==> config.mk <==
export PLATFORM = sky130hd
export DESIGN_NAME = pt_server_flat
export DESIGN_NICKNAME = d
export VERILOG_FILES = /design/src/rtl/pt_srv_pkg.sv /design/src/rtl/pt_server_if.sv /design/src/rtl/pt_addr_map.sv /design/src/rtl/pt_server.sv /design/src/flat_wrapper.sv
export SDC_FILE = /design/constraint.sdc
export NUM_CORES = 1
export LEC_CHECK = 0
export CAP_MARGIN = 20
export CORE_AREA = 2 2 109 69
export CTS_CLUSTER_SIZE = 40
export DETAILED_ROUTE_END_ITERATION = 8
export DIE_AREA = 0 0 111 71
export GPL_ROUTABILITY_DRIVEN = 0
export PLACE_DENSITY = 0.78
export SETUP_SLACK_MARGIN = 0.02
export SLEW_MARGIN = 15
export SYNTH_ARGS = -nofsm -noshare
export SYNTH_HDL_FRONTEND = slang
export SYNTH_HIERARCHICAL = 1
export SYNTH_SLANG_ARGS = --single-unit
==> constraint.sdc <==
create_clock -name clk -period 2.8 [get_ports clk]
set_input_delay 0.56 -clock clk [delete_from_list [all_inputs] [get_ports clk]]
set_output_delay 0.56 -clock clk [all_outputs]
set_load 0.01 [all_outputs]
==> src/rtl/pt_srv_pkg.sv <==
// pt_srv_pkg: shared constants and FSM state encoding for the point server.
package pt_srv_pkg;

    localparam int IMG_W_DEF   = 640;
    localparam int IMG_H_DEF   = 480;
    localparam int MEM_LAT_DEF = 2;
    localparam int ADDR_W      = 19;
    localparam int CNT_W       = 16;
    localparam int LAT_W       = 3;   // holds MEM_LAT up to 7

    // One-hot server states
    typedef enum logic [4:0] {
        ST_IDLE      = 5'b00001,
        ST_ADDR      = 5'b00010,
        ST_READ      = 5'b00100,
        ST_WAIT_DATA = 5'b01000,
        ST_RELEASE   = 5'b10000
    } pt_state_e;

endpackage

==> src/rtl/pt_server_if.sv <==
// pt_server_if: point request/response handshake plus the pixel memory port.
// slave = the server side, master = the initiator / memory model side.
interface pt_server_if;
    import pt_srv_pkg::*;

    logic              pt_req;
    logic [9:0]        pt_coords_x;
    logic [9:0]        pt_coords_y;
    logic              pt_valid;
    logic              pt_value;
    logic              mem_rd;
    logic [ADDR_W-1:0] mem_addr;
    logic              mem_rdata;

    modport slave (
        input  pt_req, pt_coords_x, pt_coords_y, mem_rdata,
        output pt_valid, pt_value, mem_rd, mem_addr
    );

    modport master (
        output pt_req, pt_coords_x, pt_coords_y, mem_rdata,
        input  pt_valid, pt_value, mem_rd, mem_addr
    );

endinterface

==> src/rtl/pt_addr_map.sv <==
// pt_addr_map: registered coordinate-to-address multiply-add and out-of-range
// flag. Loads on load_i and holds otherwise; one cycle of latency.
module pt_addr_map
    import pt_srv_pkg::*;
#(
    parameter int IMG_W = IMG_W_DEF,
    parameter int IMG_H = IMG_H_DEF
) (
    input  logic              clk,
    input  logic              rst_n,
    input  logic              load_i,
    input  logic [9:0]        x_i,
    input  logic [9:0]        y_i,
    output logic [ADDR_W-1:0] addr_o,
    output logic              oor_o
);

    logic [ADDR_W-1:0] addr_q, addr_d;
    logic              oor_q, oor_d;

    // Next address/flag: computed from the live coordinates when loading
    always_comb begin
        addr_d = addr_q;
        oor_d  = oor_q;
        if (load_i) begin
            // Address wraps to 19 bits for coordinates past the image
            addr_d = ADDR_W'(32'(y_i) * 32'(IMG_W) + 32'(x_i));
            oor_d  = (32'(x_i) >= 32'(IMG_W)) || (32'(y_i) >= 32'(IMG_H));
        end
    end

    // Address/flag registers
    always_ff @(posedge clk or negedge rst_n) begin
        if (!rst_n) begin
            addr_q <= '0;
            oor_q  <= 1'b0;
        end else begin
            addr_q <= addr_d;
            oor_q  <= oor_d;
        end
    end

    assign addr_o = addr_q;
    assign oor_o  = oor_q;

endmodule

==> src/rtl/pt_server.sv <==
// pt_server: single-pixel read server over a fixed-latency binary image memory.
// Optional build macro PT_SRV_RANGE_CHECK_EN: out-of-range requests are
// answered with OOR_VALUE straight from ADDR, without a memory read.
//
// state      | meaning
// IDLE       | waiting for pt_req; coordinates captured on acceptance
// ADDR       | address/range flag available; mem_addr loaded
// READ       | mem_rd strobe asserted for one cycle
// WAIT_DATA  | counting memory latency; pixel sampled on terminal count
// RELEASE    | pt_valid pulsed on entry; wait for pt_req low
module pt_server
    import pt_srv_pkg::*;
#(
    parameter int   IMG_W     = IMG_W_DEF,
    parameter int   IMG_H     = IMG_H_DEF,
    parameter int   MEM_LAT   = MEM_LAT_DEF,
    parameter logic OOR_VALUE = 1'b0
) (
    input  logic             clk,
    input  logic             rst_n,
    pt_server_if.slave       bus,
    output logic [CNT_W-1:0] oor_cnt
);

    pt_state_e         state_q, state_d;
    logic              pt_valid_q, pt_valid_d;
    logic              pt_value_q, pt_value_d;
    logic              mem_rd_q, mem_rd_d;
    logic [ADDR_W-1:0] mem_addr_q, mem_addr_d;
    logic [CNT_W-1:0]  oor_cnt_q, oor_cnt_d;
    logic [LAT_W-1:0]  lat_cnt_q, lat_cnt_d;

    logic              map_load;
    logic [ADDR_W-1:0] map_addr;
    logic              map_oor;

    assign map_load = (state_q == ST_IDLE) && bus.pt_req;

    pt_addr_map #(
        .IMG_W (IMG_W),
        .IMG_H (IMG_H)
    ) u_addr_map (
        .clk    (clk),
        .rst_n  (rst_n),
        .load_i (map_load),
        .x_i    (bus.pt_coords_x),
        .y_i    (bus.pt_coords_y),
        .addr_o (map_addr),
        .oor_o  (map_oor)
    );

    // Next-state and next-output decode for the request sequence
    always_comb begin
        state_d    = state_q;
        pt_valid_d = 1'b0;
        pt_value_d = pt_value_q;
        mem_rd_d   = 1'b0;
        mem_addr_d = mem_addr_q;
        oor_cnt_d  = oor_cnt_q;
        lat_cnt_d  = lat_cnt_q;
        unique case (state_q)
            ST_IDLE: begin
                if (bus.pt_req) state_d = ST_ADDR;
            end
            ST_ADDR: begin
                mem_addr_d = map_addr;
                if (map_oor && (oor_cnt_q != '1)) oor_cnt_d = oor_cnt_q + CNT_W'(1);
`ifdef PT_SRV_RANGE_CHECK_EN
                if (map_oor) begin
                    pt_value_d = OOR_VALUE;
                    pt_valid_d = 1'b1;
                    state_d    = ST_RELEASE;
                end else begin
                    mem_rd_d = 1'b1;
                    state_d  = ST_READ;
                end
`else
                mem_rd_d = 1'b1;
                state_d  = ST_READ;
`endif
            end
            ST_READ: begin
                lat_cnt_d = LAT_W'(MEM_LAT);
                state_d   = ST_WAIT_DATA;
            end
            ST_WAIT_DATA: begin
                if (lat_cnt_q == LAT_W'(1)) begin
                    lat_cnt_d  = '0;
                    pt_value_d = bus.mem_rdata;
                    pt_valid_d = 1'b1;
                    state_d    = ST_RELEASE;
                end else begin
                    lat_cnt_d = lat_cnt_q - LAT_W'(1);
                end
            end
            ST_RELEASE: begin
                if (!bus.pt_req) state_d = ST_IDLE;
            end
            default: state_d = ST_IDLE;
        endcase
    end

    // State and registered outputs
    always_ff @(posedge clk or negedge rst_n) begin
        if (!rst_n) begin
            state_q    <= ST_IDLE;
            pt_valid_q <= 1'b0;
            pt_value_q <= 1'b0;
            mem_rd_q   <= 1'b0;
            mem_addr_q <= '0;
            oor_cnt_q  <= '0;
            lat_cnt_q  <= '0;
        end else begin
            state_q    <= state_d;
            pt_valid_q <= pt_valid_d;
            pt_value_q <= pt_value_d;
            mem_rd_q   <= mem_rd_d;
            mem_addr_q <= mem_addr_d;
            oor_cnt_q  <= oor_cnt_d;
            lat_cnt_q  <= lat_cnt_d;
        end
    end

    assign bus.pt_valid = pt_valid_q;
    assign bus.pt_value = pt_value_q;
    assign bus.mem_rd   = mem_rd_q;
    assign bus.mem_addr = mem_addr_q;
    assign oor_cnt      = oor_cnt_q;

endmodule

==> src/flat_wrapper.sv <==
// flat-port wrapper written by rule: the top's interface ports become plain ports
module pt_server_flat import pt_srv_pkg::*;
#(
    parameter int   IMG_W     = IMG_W_DEF,
    parameter int   IMG_H     = IMG_H_DEF,
    parameter int   MEM_LAT   = MEM_LAT_DEF,
    parameter logic OOR_VALUE = 1'b0
)
  (clk, rst_n, oor_cnt, bus_pt_req, bus_pt_coords_x, bus_pt_coords_y, bus_mem_rdata, bus_pt_valid, bus_pt_value, bus_mem_rd, bus_mem_addr);
  pt_server_if bus_i ();
  input  logic clk;
  input  logic rst_n;
  output logic [CNT_W-1:0] oor_cnt;
  input wire logic [$bits(bus_i.pt_req)-1:0] bus_pt_req;
  input wire logic [$bits(bus_i.pt_coords_x)-1:0] bus_pt_coords_x;
  input wire logic [$bits(bus_i.pt_coords_y)-1:0] bus_pt_coords_y;
  input wire logic [$bits(bus_i.mem_rdata)-1:0] bus_mem_rdata;
  output wire logic [$bits(bus_i.pt_valid)-1:0] bus_pt_valid;
  output wire logic [$bits(bus_i.pt_value)-1:0] bus_pt_value;
  output wire logic [$bits(bus_i.mem_rd)-1:0] bus_mem_rd;
  output wire logic [$bits(bus_i.mem_addr)-1:0] bus_mem_addr;
  assign bus_i.pt_req = bus_pt_req;
  assign bus_i.pt_coords_x = bus_pt_coords_x;
  assign bus_i.pt_coords_y = bus_pt_coords_y;
  assign bus_i.mem_rdata = bus_mem_rdata;
  assign bus_pt_valid = bus_i.pt_valid;
  assign bus_pt_value = bus_i.pt_value;
  assign bus_mem_rd = bus_i.mem_rd;
  assign bus_mem_addr = bus_i.mem_addr;
  pt_server #(.IMG_W(IMG_W), .IMG_H(IMG_H), .MEM_LAT(MEM_LAT), .OOR_VALUE(OOR_VALUE)) u_core (.clk(clk), .rst_n(rst_n), .bus(bus_i), .oor_cnt(oor_cnt));
endmodule
==> results.txt, run 1 <==
The simple-gate area share of the yosys netlist is 0.159. Measured along the x axis, the die boundary spans 111 um. For this run the aggregate overflow at the end of global routing stands at 0. The maximum buffer depth of the clock tree came out at 2. The final max-slew violation count came out at 0. The count of fill cells added during filler insertion is 452.

The final worst slack came out at -0.0281 ns. The row count came out at 24. Among the stages of the critical path, the cell type that occurs most often is sky130_fd_sc_hd__ha_4. The die covers 7880 sq um.

The setup path with the least slack is of type input pin to flop. The antenna diode count came out at 0. The post-synthesis adder-cell area fraction came out at 0.0898. Setup violations remaining at the end of the flow were counted as 2.

The wire length on met2 is 4410 um. The total via count in the routed design came out at 2893. The run finished, with violations left. The relative contribution of combinational cells to total power came out at 0.384. The initial cell density of the core is 0.506. The fraction of power spent switching nets came out at 0.318. The worst setup path is launched from an input pin. The net count of the finished layout came out at 478. The register bit total from synthesis is 66. The pin slew with the least headroom to its limit is 0.809 ns. The clock-pin slew on the worst setup and hold paths came out at 0.05 ns. The TritonCTS clock tree is yes. The setup check on the worst reg-to-reg path leaves a slack of 0.60 ns. The endpoint of the worst-slack reg-to-reg timing path is u_core/oor_cnt[11]$_DFFE_PN0P_.

The worst path required time came out at 3.01 ns. The clock skew after layout came out at 0.00322 ns. The final clock period utilization by the worst path came out at 1.01.

The total net switching power is 1.37 mW. The via count of the first global-routing pass is 3101. Setup repair after global routing could not meet its margin everywhere. The number of cell instances on the worst register-to-register path is 4. The detailed router's first-iteration violation count came out at 133. The maximum fanout along the worst path is 2. The clock latency on the worst-skew pair is 0.32 ns. Of the total power, registers draw 0.363. The final critical delay including setup and external delays came out at 2.83 ns. Entering global routing, the biggest net connects 67 pins. The share of synthesized area occupied by flip-flops and latches is 0.471. The reported leakage power came out at 2.22 nW.

The final reports fail on setup timing. Detailed routing placed a total of 561 um of wire on met3. The number of warnings printed during yosys synthesis came out at 6. The root buffer selected by CTS is sky130_fd_sc_hd__clkbuf_16. The remaining number of nets flagged by the antenna check after routing came out at 0.

The power consumption came out at 4.29 mW. The multi-input combinational cells in the finished layout cover a total of 2020 sq um. After detailed routing, the wire length on met1 is 3950 um. The synthesized net count came out at 365. The internal power is 2.93 mW. A synthesized cell averages 11.1 sq um. In this run the number of H-tree levels came out at 3. The path class of the tightest hold or removal check is input pin to asynchronous set/reset pin. The growth of design area from synthesis to finish is 46.0%. Across the VDD grid, the largest voltage drop is 0.000520 V. The standard cell area after detailed placement came out at 4590 sq um. In this run, CTS created clock tree buffers numbering 9.

The sequential cells in the finished layout cover a total of 1650 sq um. The core region is 6940 sq um. Across the run, the number of max-cap violations was 0. The xor/xnor cell area share of the yosys netlist came out at 0.0624. The die is 71 um tall. For this block, the routed nets add up to 9160 um of wire. In the global route stage, overall resource usage came out at 0.241. After synthesis, the largest family of logic cells by area is simple AND/OR/NAND/NOR gates. The clock group share of total power is 0.253. The first global-routing pass estimated 14800 um of wire. Detailed placement finished with a half-perimeter wire length of 6120 um. The delay of the slowest cell on the worst path is 0.51 ns.

In the routed layout, each cell is associated on average with a via count of 5.50. After technology mapping, the gate count stands at 317. The number of different library cells in the post-synthesis netlist came out at 46. Counting flops with an async set or reset pin after synthesis yields a share of 1.00. The number of sinks handled by clock tree synthesis is 66. The arrival time of the worst setup path came out at 3.04 ns. The achievable frequency came out at 354 MHz. In this run the power density over the cells is 837 nW/um^2. The count of port buffers added during placement came out at 61. Among all stages on the critical path, the largest delay is contributed by sky130_fd_sc_hd__or4b_4. The finished cells cover 5130 sq um. The compound-gate portion of the synthesized area came out at 0.0784. Headroom to the max-slew limit came out at 0.460. The number of antenna violations at the first check in global routing came out at 0. Traced cell by cell, the critical path runs through buf_8 > ha_4 > ha_4 > fa_2 > a211oi_2 > nor2_2 > or4b_4 > buf_6 > nor4_4 > xnor2_1 > mux2_4. The number of hold violations in the final report is 0. The synthesized cell area came out at 3510 sq um. The DRC violations left came out at 0. The highest layer touched by signal routing is met4. The startpoint identified for the worst register-to-register timing path is u_core/state_q[4]$_DFFE_PN0P_. In the final layout, the share of cells above drive strength 1 is 0.326.

In this run, synthesis inferred 0 flip-flops with an integrated enable. The mux contribution to synthesized area came out at 0.114. The worst setup path is captured at a flop. The detailed-routing iteration count for the pre-antenna-repair pass came out at 4. The final routed wire length divided by cell count came out at 17.4 um. Among all flip-flop cells after synthesis, the most frequent one is sky130_fd_sc_hd__dfrtp_1. The count of boundary I/O pins is 62.
==> sequential cells by signal, indices dropped and copies added, names as in the netlist <==
register / count
u_core/bus.pt_value: 1
u_core/state_q: 5
u_core/lat_cnt_q: 3
u_core/bus.mem_rd: 1
u_core/oor_cnt: 16
u_core/u_addr_map/addr_o: 19
u_core/bus.mem_addr: 19
u_core/u_addr_map/oor_o: 1
u_core/bus.pt_valid: 1
==> how the worst max path moves through the flow <==
| stage | startpoint | to | slack [ns] |
|---|---|---|---|
| after floorplan | bus_pt_coords_y[1] | u_core/u_addr_map/addr_o[18]$_DFFE_PN0P_ | -0.16 |
| after global placement | bus_pt_coords_y[1] | u_core/u_addr_map/addr_o[18]$_DFFE_PN0P_ | -0.68 |
| after detailed placement | bus_pt_coords_y[3] | u_core/u_addr_map/addr_o[18]$_DFFE_PN0P_ | -0.79 |
| after CTS | bus_pt_coords_y[3] | u_core/u_addr_map/addr_o[18]$_DFFE_PN0P_ | -0.12 |
| after global routing | bus_pt_coords_y[3] | u_core/u_addr_map/addr_o[18]$_DFFE_PN0P_ | -0.07 |
| final | bus_pt_coords_y[3] | u_core/u_addr_map/addr_o[17]$_DFFE_PN0P_ | -0.03 |
==> cell families after synthesis <==
family,count (synthesis)
xor+xnor,25
flops,66
simple gates,96
mux,36
compound gates,46
fa+ha+maj,24
buf+inv,24
==> cells in the mapped netlist (2+ instances only) <==
cell	number	share of area
sky130_fd_sc_hd__dfrtp_1	65	0.46
sky130_fd_sc_hd__mux2_2	33	0.11
sky130_fd_sc_hd__ha_1	22	0.078
sky130_fd_sc_hd__nor2_1	22	0.024
sky130_fd_sc_hd__a21oi_1	18	0.026
sky130_fd_sc_hd__xor2_1	17	0.042
sky130_fd_sc_hd__inv_1	16	0.017
sky130_fd_sc_hd__o21ai_0	12	0.017
sky130_fd_sc_hd__nor3_1	11	0.016
sky130_fd_sc_hd__nor4_1	11	0.020
sky130_fd_sc_hd__nand2_1	10	0.011
sky130_fd_sc_hd__nand3_1	9	0.013
sky130_fd_sc_hd__xnor2_1	8	0.020
sky130_fd_sc_hd__clkbuf_1	7	0.0075
sky130_fd_sc_hd__nor3b_1	6	0.013
sky130_fd_sc_hd__nand4_1	5	0.0089
sky130_fd_sc_hd__nor2b_1	4	0.0071
sky130_fd_sc_hd__and2_1	3	0.0053
sky130_fd_sc_hd__mux2i_1	3	0.0086
sky130_fd_sc_hd__a21o_1	2	0.0043
sky130_fd_sc_hd__a31oi_1	2	0.0036
sky130_fd_sc_hd__fa_1	2	0.011
sky130_fd_sc_hd__o211ai_1	2	0.0043
sky130_fd_sc_hd__o21a_1	2	0.0043
sky130_fd_sc_hd__o22ai_1	2	0.0036
sky130_fd_sc_hd__or3_2	2	0.0043
sky130_fd_sc_hd__or4_1	2	0.0043
==> cell usage in the layout, fill, tap and decap left out, drive strengths merged, types with 3 or more instances in the layout <==
cell            n
dfrtp          65
buf            55
clkdlybuf4s50  52
mux2           33
nor2           22
ha             22
a21oi          18
xor2           17
inv            16
o21ai          12
nor4           11
nor3           11
nand2          10
clkbuf          9
nand3           9
xnor2           8
nor3b           6
nand4           5
clkinv          5
nor2b           4
and2            3
mux2i           3
or4             3
==> final cells by class <==
type,instances,share of cell area
clock buffers,9,0.0439
multi-input cells,227,0.395
flip-flops and latches,66,0.322
well taps,91,0.0222
clock inverters,7,0.0137
repair buffers,110,0.192
inverters,16,0.0117
==> worst max-delay path: cells and delay by family <==
family / cells / cell delay (ns)
adders and majority gates: 3 / 0.77
AOI/OAI and AO/OA: 1 / 0.28
buffers and inverters: 2 / 0.24
xor gates and xnor gates: 1 / 0.12
and+or+nand+nor: 3 / 0.81
muxes: 1 / 0.26
==> repair_timing <==
item | 4_1_cts | 5_1_grt
hold buffers | 0 | 0
setup buffers | 2 | 2
setup endpoints to repair | 7 | 4
pin swaps | 11 | 14
gates resized for setup | 43 | 20
==> power by group through the flow <==
stage / clock network (mW) / logic [mW] / registers, mW
CTS: 1.11 / 1.59 / 1.56
finish: 1.09 / 1.65 / 1.56
global route: 1.15 / 1.77 / 1.61
global placement: 0 / 1.46 / 1.53
detailed placement: 0 / 1.52 / 1.56
floorplan: 0 / 0.760 / 1.57
==> layer usage <==
metal / up-vias / GRT usage
li1: 1368 / -
met1: 1407 / 0.304
met2: 96 / 0.397
met3: 22 / 0.0668
met4: 0 / 0.101
met5: - / 0
==> metrics by stage <==
| stage | hold WS (ns) | setup TNS, ns | worst slack [ns] | util | std cells |
|---|---|---|---|---|---|
| global placement | 0.483 | -3.31 | -0.678 | 0.661 | 506 |
| global route | 0.482 | -0.128 | -0.0710 | 0.739 | 526 |
| finish | 0.405 | -0.0426 | -0.0281 | 0.739 | 526 |
| floorplan | 0.264 | -0.250 | -0.164 | - | 317 |
| CTS | 0.443 | -0.218 | -0.122 | 0.723 | 524 |
| detailed placement | 0.488 | -3.73 | -0.786 | 0.661 | 506 |
Note: power is estimated with default switching activity, not from simulation.
==> inputs of run 2 (changes only) <==
--- a/config.mk
+++ b/config.mk
@@ -6,10 +6,10 @@
 export NUM_CORES = 1
 export LEC_CHECK = 0
 export CAP_MARGIN = 20
-export CORE_AREA = 2 2 109 69
+export CORE_AREA = 2 2 85 87
 export CTS_CLUSTER_SIZE = 40
 export DETAILED_ROUTE_END_ITERATION = 8
-export DIE_AREA = 0 0 111 71
+export DIE_AREA = 0 0 87 89
 export GPL_ROUTABILITY_DRIVEN = 0
 export PLACE_DENSITY = 0.78
 export SETUP_SLACK_MARGIN = 0.02
==> results.txt, run 2 (synthesis gave the netlist of run 1 again) <==
The sum of overflow across all layers after global routing is 0. The library cells used most frequently in the layout, excluding fill and tap cells, are sky130_fd_sc_hd__dfrtp_1, sky130_fd_sc_hd__clkdlybuf4s50_1, sky130_fd_sc_hd__buf_4. The DRC violations left is 0.

The maximum buffer depth of the clock tree came out at 2. The delay of the slowest cell on the worst path came out at 0.52 ns. The cell occurring most often along the worst timing path is sky130_fd_sc_hd__ha_4. The count of port buffers added during placement is 61. The count of fill cells added during filler insertion came out at 488. The origin of the worst setup path is bus_pt_coords_y[3]. Data on the critical path is required at its endpoint by 3.06 ns. The tree is rooted in a sky130_fd_sc_hd__clkbuf_8. After detailed routing, the average wire length per cell comes to 15.0 um.

The remaining number of nets flagged by the antenna check after routing came out at 0. The clock latency on the worst-skew pair came out at 0.35 ns. The number of hold violations in the final report came out at 0.

The setup slack at placement came out at -0.700 ns. The vias per cell is 5.42. The register area came out at 1650 sq um. The ratio of total power to cell area is 762 nW/um^2. In this run the worst setup path terminates at u_core/u_addr_map/addr_o[18]$_DFFE_PN0P_. Buffers inserted during clock tree synthesis total 9. The tool flagged a number of max-cap violations equal to 0. The detailed router finished its first iteration with 108 violations.

Walking the worst path, the cells encountered are buf_4 > ha_4 > ha_4 > fa_2 > a211oi_2 > nor2_1 > or4b_4 > nand4b_4 > or4_1 > a31oi_1. On the critical path the largest part of the delay comes from simple AND/OR/NAND/NOR gates. Summed over all cells, the static leakage comes to 2.14 nW. The library cell used most frequently in the layout, excluding fill and tap cells, is sky130_fd_sc_hd__dfrtp_1. The clock skew after layout came out at 0.00647 ns. Once detailed placement completed, the half-perimeter wirelength came to 5700 um. The die covers 7740 sq um. The final critical delay including setup and external delays is 2.73 ns. The layout cell share with drive strength beyond 1 is 0.308. The achievable frequency came out at 366 MHz. The detailed-routing iteration count for the pre-antenna-repair pass came out at 4. VDD sags by at most 0.000264 V. The number of H-tree levels came out at 3.

The minimum hold slack came out at 0.239 ns. The count of boundary I/O pins came out at 62. Counting cells, the worst reg-to-reg path comes to 4. STA classifies the critical path startpoint as an input pin. In the global route stage, overall resource usage came out at 0.208. The tightest min-delay check is of the input pin to asynchronous set/reset pin type.

The worst register-to-register path ends at u_core/oor_cnt[15]$_DFFE_PN0P_. The clock-pin slew on the worst setup and hold paths is 0.07 ns. The minimum setup slack among reg-to-reg paths came out at 0.62 ns. The critical path buffer and inverter count came out at 1. Of all nets on the critical path, the largest fanout is 3. For this configuration, the core starts out at a cell density of 0.523. The number of antenna violations at the first check in global routing was 0. The die height is 89 um. The total negative slack came out at 0 ns. The arrival time of the worst setup path is 2.99 ns. The post-cts hold buffer count is 0. Setup repair after global routing left no endpoint under its margin.

TritonCTS built the clock tree. The routed layout has 2777 vias. The total detailed-routing wirelength came out at 7700 um. The die extent in x came out at 87 um. The final number of setup-violating endpoints is 0. The multi-input gate area in the final layout came out at 1970 sq um. The core area is 6720 sq um. The critical path is of the input pin to flop type. From synthesis to final layout, the design area changed by 39.2%. The slowest stage of the critical path belongs to the cell sky130_fd_sc_hd__or4b_4. Headroom to the max-slew limit came out at 0.568.

The row count came out at 30. The pin slew with the least headroom to its limit came out at 0.649 ns. The wire length of the first global-routing pass is 12400 um. In this run the number of cells on the critical path is 10.

The antenna diode count is 0. The run finished with clean final reports. The number of sinks handled by clock tree synthesis came out at 66.

The startpoint identified for the worst register-to-register timing path is u_core/state_q[4]$_DFFE_PN0P_. The final max-slew violation count is 0. Once layout is complete, the utilization of the core stands at 0.728. The via count of the first global-routing pass was 2793. STA classifies the critical path endpoint as a flop. The net count of the finished layout came out at 476. The final worst slack came out at 0.0689 ns. The final clock period utilization by the worst path came out at 0.975.

The maximum number of pins on one net before global-route repair came out at 30.
-- run 2: changes by cell type in the layout (fill, tap and decap cells not counted), sizes merged --
| cell | delta |
|---|---|
| clkbuf | +2 |
| buf | -4 |
| clkinv | -1 |
| bufinv | -1 |
| clkdlybuf4s15 | -1 |
| dlymetal6s2s | +1 |
| clkinvlp | +1 |
-- run 2: where the power goes --
part	total, mW	leakage (nW)	internal, mW	switching [mW]
Combinational	1.52	1.25	0.883	0.635
Sequential	1.54	0.809	1.30	0.233
Clock	0.666	0.0806	0.309	0.357
Total	3.72	2.14	2.50	1.23
-- run 2: how the worst min path moves through the flow --
stage	from	end	slack [ns]
after floorplan	rst_n	u_core/bus.mem_addr[0]$_DFFE_PN0P_	0.26
final	rst_n	u_core/bus.pt_valid$_DFF_PN0_	0.24
after global routing	rst_n	u_core/bus.pt_valid$_DFF_PN0_	0.28
after CTS	rst_n	u_core/bus.pt_valid$_DFF_PN0_	0.25
after detailed placement	u_core/u_addr_map/addr_o[2]$_DFFE_PN0P_	u_core/u_addr_map/addr_o[2]$_DFFE_PN0P_	0.49
after global placement	u_core/oor_cnt[12]$_DFFE_PN0P_	u_core/oor_cnt[12]$_DFFE_PN0P_	0.48
-- run 2: metal layers --
| metal | global-route usage | wire length (um) | up-vias |
|---|---|---|---|
| li1 | - | - | 1360 |
| met4 | 0.0781 | 123 | 0 |
| met5 | 0 | 0 | - |
| met1 | 0.240 | 3160 | 1348 |
| met2 | 0.375 | 4110 | 60 |
| met3 | 0.0489 | 309 | 9 |
-- run 2: metrics by stage --
| stage | cells | instance area, sq um | power (mW) |
|---|---|---|---|
| 2_1_floorplan | 317 | 3540 | 2.33 |
| 3_3_place_gp | 495 | 4560 | 2.96 |
| 3_5_place_dp | 495 | 4560 | 3.03 |
| 4_1_cts | 511 | 4800 | 3.72 |
| 5_1_grt | 512 | 4890 | 3.96 |
| 6_report | 512 | 4890 | 3.72 |
-- run 2: cell type report --
class | count | share of cell area
Sequential cell | 66 | 0.338
Multi-Input combinational cell | 227 | 0.403
Tap cell | 80 | 0.0205
Clock inverter | 6 | 0.00717
Timing Repair Buffer | 108 | 0.193
Clock buffer | 9 | 0.0253
Inverter | 16 | 0.0123
-- run 2: timing repair --
item                       CTS  global route
pin swaps                    5             3
gates cloned                 0             0
setup endpoints to repair    6             4
gates resized for setup     24            22
buffers inserted             1             1
-- run 2: worst register-to-register path: stages (launching register included) --
cell and delay (ns):
sky130_fd_sc_hd__dfrtp_1 0.46, sky130_fd_sc_hd__or4_1 0.56, sky130_fd_sc_hd__or4_4 0.60, sky130_fd_sc_hd__nor4b_2 0.31
sky130_fd_sc_hd__xor2_1 0.17
==> inputs of run 3 (changes only) <==
--- a/config.mk
+++ b/config.mk
@@ -6,10 +6,10 @@
 export NUM_CORES = 1
 export LEC_CHECK = 0
 export CAP_MARGIN = 20
-export CORE_AREA = 2 2 85 87
+export CORE_AREA = 3 3 86 88
 export CTS_CLUSTER_SIZE = 40
 export DETAILED_ROUTE_END_ITERATION = 8
-export DIE_AREA = 0 0 87 89
+export DIE_AREA = 0 0 89 91
 export GPL_ROUTABILITY_DRIVEN = 0
 export PLACE_DENSITY = 0.78
 export SETUP_SLACK_MARGIN = 0.02
==> results.txt, run 3 (synthesis gave the netlist of run 1 again) <==
The area of the die is 8100 sq um. The detailed router's first-iteration violation count came out at 140. The remaining number of nets flagged by the antenna check after routing came out at 0. The final routed wire length divided by cell count is 15.8 um. The met1 usage in global routing is 0.240. For flop-to-flop paths, the worst setup slack is 0.62 ns.

The flow ran to the end, and the final reports show no timing, DRC or antenna violations. For this run, the detailed router's first-pass iteration total came to 4. Dividing the detail-routed via count by the number of cells gives 5.52.

In this run, CTS created clock tree buffers numbering 9. The die height came out at 91 um. The final max-slew violation count is 0. In this run the standard cell core region covers 6720 sq um. The met3 demand-to-capacity share in global routing came out at 0.0581.

The reported leakage power came out at 2.21 nW. Of the total power, the share spent switching nets is 0.312. The final number of setup-violating endpoints came out at 0. Setup repair after global routing could not meet its margin everywhere.

The net count of the finished layout is 477. The largest vdd supply drop is 0.000302 V. In this run the worst hold path is classified as input pin to asynchronous set/reset pin.

The number of sinks handled by clock tree synthesis is 66. The layout has 439 filler cells. The initial cell density of the core came out at 0.523. The die extent in x is 89 um. The clock latency on the worst-skew pair came out at 0.34 ns.

Buffers inserted to repair hold after CTS numbered 0. The minimum hold slack is 0.399 ns. The clock group share of total power came out at 0.243. The type of element capturing the critical path is a flop. The global routing's busiest layer is met2. The library cell used most frequently in the layout, excluding fill and tap cells, is sky130_fd_sc_hd__dfrtp_1. The maximum fanout along the worst path came out at 2. After clock tree synthesis, the clock-pin slew on the worst setup and hold paths is 0.07 ns. The sequential group share of total power is 0.375. Summed over all nets, the half-perimeter wirelength after detailed placement is 5550 um. The via count of the first global-routing pass came to 2924. In this run the clock root is driven by a sky130_fd_sc_hd__clkbuf_8. The total negative slack is 0 ns.

For this run, the slowest stage of the critical path takes 0.50 ns. The arrival time of the worst setup path came out at 3.02 ns. The row count is 30.

The worst path required time is 3.05 ns. The final worst slack came out at 0.0307 ns. The tool flagged a number of max-cap violations equal to 0. The power consumption came out at 4.10 mW. In the global route stage, overall resource usage came out at 0.210. The setup slack at placement is -0.758 ns.

The total net switching power came out at 1.28 mW. Traced cell by cell, the critical path runs through buf_8 > ha_4 > ha_4 > fa_2 > a211oi_2 > nor2_1 > or4b_4 > nand4b_4 > or4_4 > a31oi_1. In this run the deepest clock path goes through 2 buffers. The layout cell share with drive strength beyond 1 came out at 0.323. The clock skew after layout came out at 0.00831 ns.

The relative contribution of combinational cells to total power is 0.382. STA classifies the critical path startpoint as an input pin. The maximum number of pins on one net before global-route repair is 67. Summing over every cut layer, the via total after detailed routing is 2838. The worst pin sits at a relative slew slack of 0.451. The number of antenna violations at the first check in global routing came to 0. The worst setup path is of the input pin to flop kind. The count of port buffers added during placement is 61. The standard cell with the maximum stage delay on the critical path is sky130_fd_sc_hd__or4b_4.

The wire length of the first global-routing pass is 13200 um. By instance count, the cell type seen most on the critical path is sky130_fd_sc_hd__ha_4. The top cell types in the final layout, fill and taps aside, are sky130_fd_sc_hd__dfrtp_1, sky130_fd_sc_hd__clkdlybuf4s50_1, sky130_fd_sc_hd__buf_4. The sum of overflow across all layers after global routing came out at 0. The internal power is 2.82 mW. The total detailed-routing wirelength is 8100 um.

The achievable frequency came out at 361 MHz. CTS built an H-tree with a depth of 3. The growth of design area from synthesis to finish came out at 43.0%. The count of boundary I/O pins is 62. The final critical delay including setup and external delays came out at 2.77 ns. TritonCTS built the clock tree. The number of hold violations in the final report is 0.

The DRC violations left came out at 0. The ratio of total power to cell area came out at 816 nW/um^2. The final clock period utilization by the worst path is 0.989. The met2 track demand over resource in global routing came out at 0.367.

The antenna diode count is 0. At the pin with the least slew margin, the transition time is 0.824 ns.
-- run 3: cell count changes in the layout (fill, tap and decap cells not counted), moves of 2 or more --
| cell | previous run | this run |
|---|---|---|
| sky130_fd_sc_hd__bufinv_16 | 0 | 3 |
| sky130_fd_sc_hd__clkinv_2 | 4 | 1 |
| sky130_fd_sc_hd__buf_2 | 2 | 4 |
| sky130_fd_sc_hd__buf_4 | 48 | 46 |
| sky130_fd_sc_hd__buf_8 | 0 | 2 |
| sky130_fd_sc_hd__clkinvlp_4 | 2 | 0 |
-- run 3: power by group through the flow --
stage | clock network [mW] | registers, mW | logic [mW]
CTS | 1.01 | 1.54 | 1.54
global placement | 0 | 1.53 | 1.43
detailed placement | 0 | 1.55 | 1.48
global route | 1.05 | 1.58 | 1.71
finish | 0.994 | 1.54 | 1.57
floorplan | 0 | 1.57 | 0.760
-- run 3: per-layer routing --
layer / vias to the layer above / share of wire
met1: 1392 / 0.41
met5: - / 0
met3: 16 / 0.039
met4: 0 / 0.017
li1: 1366 / -
met2: 64 / 0.53
-- run 3: worst max-delay path, delay by kind of cell --
kind,cells,cell delay (ns)
compound gates,2,0.41
fa+ha+maj,3,0.76
buf+inv,1,0.10
simple gates,4,1.19
-- run 3: final timing paths --
kind / start / to / cells after the start
setup / recovery: bus_pt_coords_y[1] / u_core/u_addr_map/addr_o[18]$_DFFE_PN0P_ / 10
hold / removal: rst_n / u_core/bus.mem_rd$_DFF_PN0_ / 2
setup reg to reg: u_core/state_q[4]$_DFFE_PN0P_ / u_core/oor_cnt[13]$_DFFE_PN0P_ / 4
hold reg to reg: u_core/oor_cnt[6]$_DFFE_PN0P_ / u_core/oor_cnt[6]$_DFFE_PN0P_ / 1
max in group asynchronous: rst_n / u_core/bus.mem_addr[3]$_DFFE_PN0P_ / 2
min in group clk: u_core/oor_cnt[6]$_DFFE_PN0P_ / u_core/oor_cnt[6]$_DFFE_PN0P_ / 1
-- run 3: final cells by class --
class / instances / area (sq um) / share of cell area
clock inverters: 6 / 113 / 0.0224
repair buffers: 109 / 973 / 0.194
flip-flops and latches: 66 / 1650 / 0.329
multi-input cells: 227 / 1980 / 0.395
well taps: 80 / 100 / 0.0199
inverters: 16 / 60.1 / 0.0120
clock buffers: 10 / 138 / 0.0274
-- run 3: through the flow --
step | util | std cells | area (sq um)
3_3_place_gp | 0.676 | 493 | 4540
2_1_floorplan | - | 317 | 3540
5_1_grt | 0.747 | 514 | 5020
3_5_place_dp | 0.676 | 493 | 4540
4_1_cts | 0.734 | 512 | 4930
6_report | 0.747 | 514 | 5020
-- run 3: timing repair --
item / CTS / global route
setup buffers: 3 / 3
setup endpoints to repair: 6 / 4
pin swaps: 9 / 12
resized for setup: 39 / 20
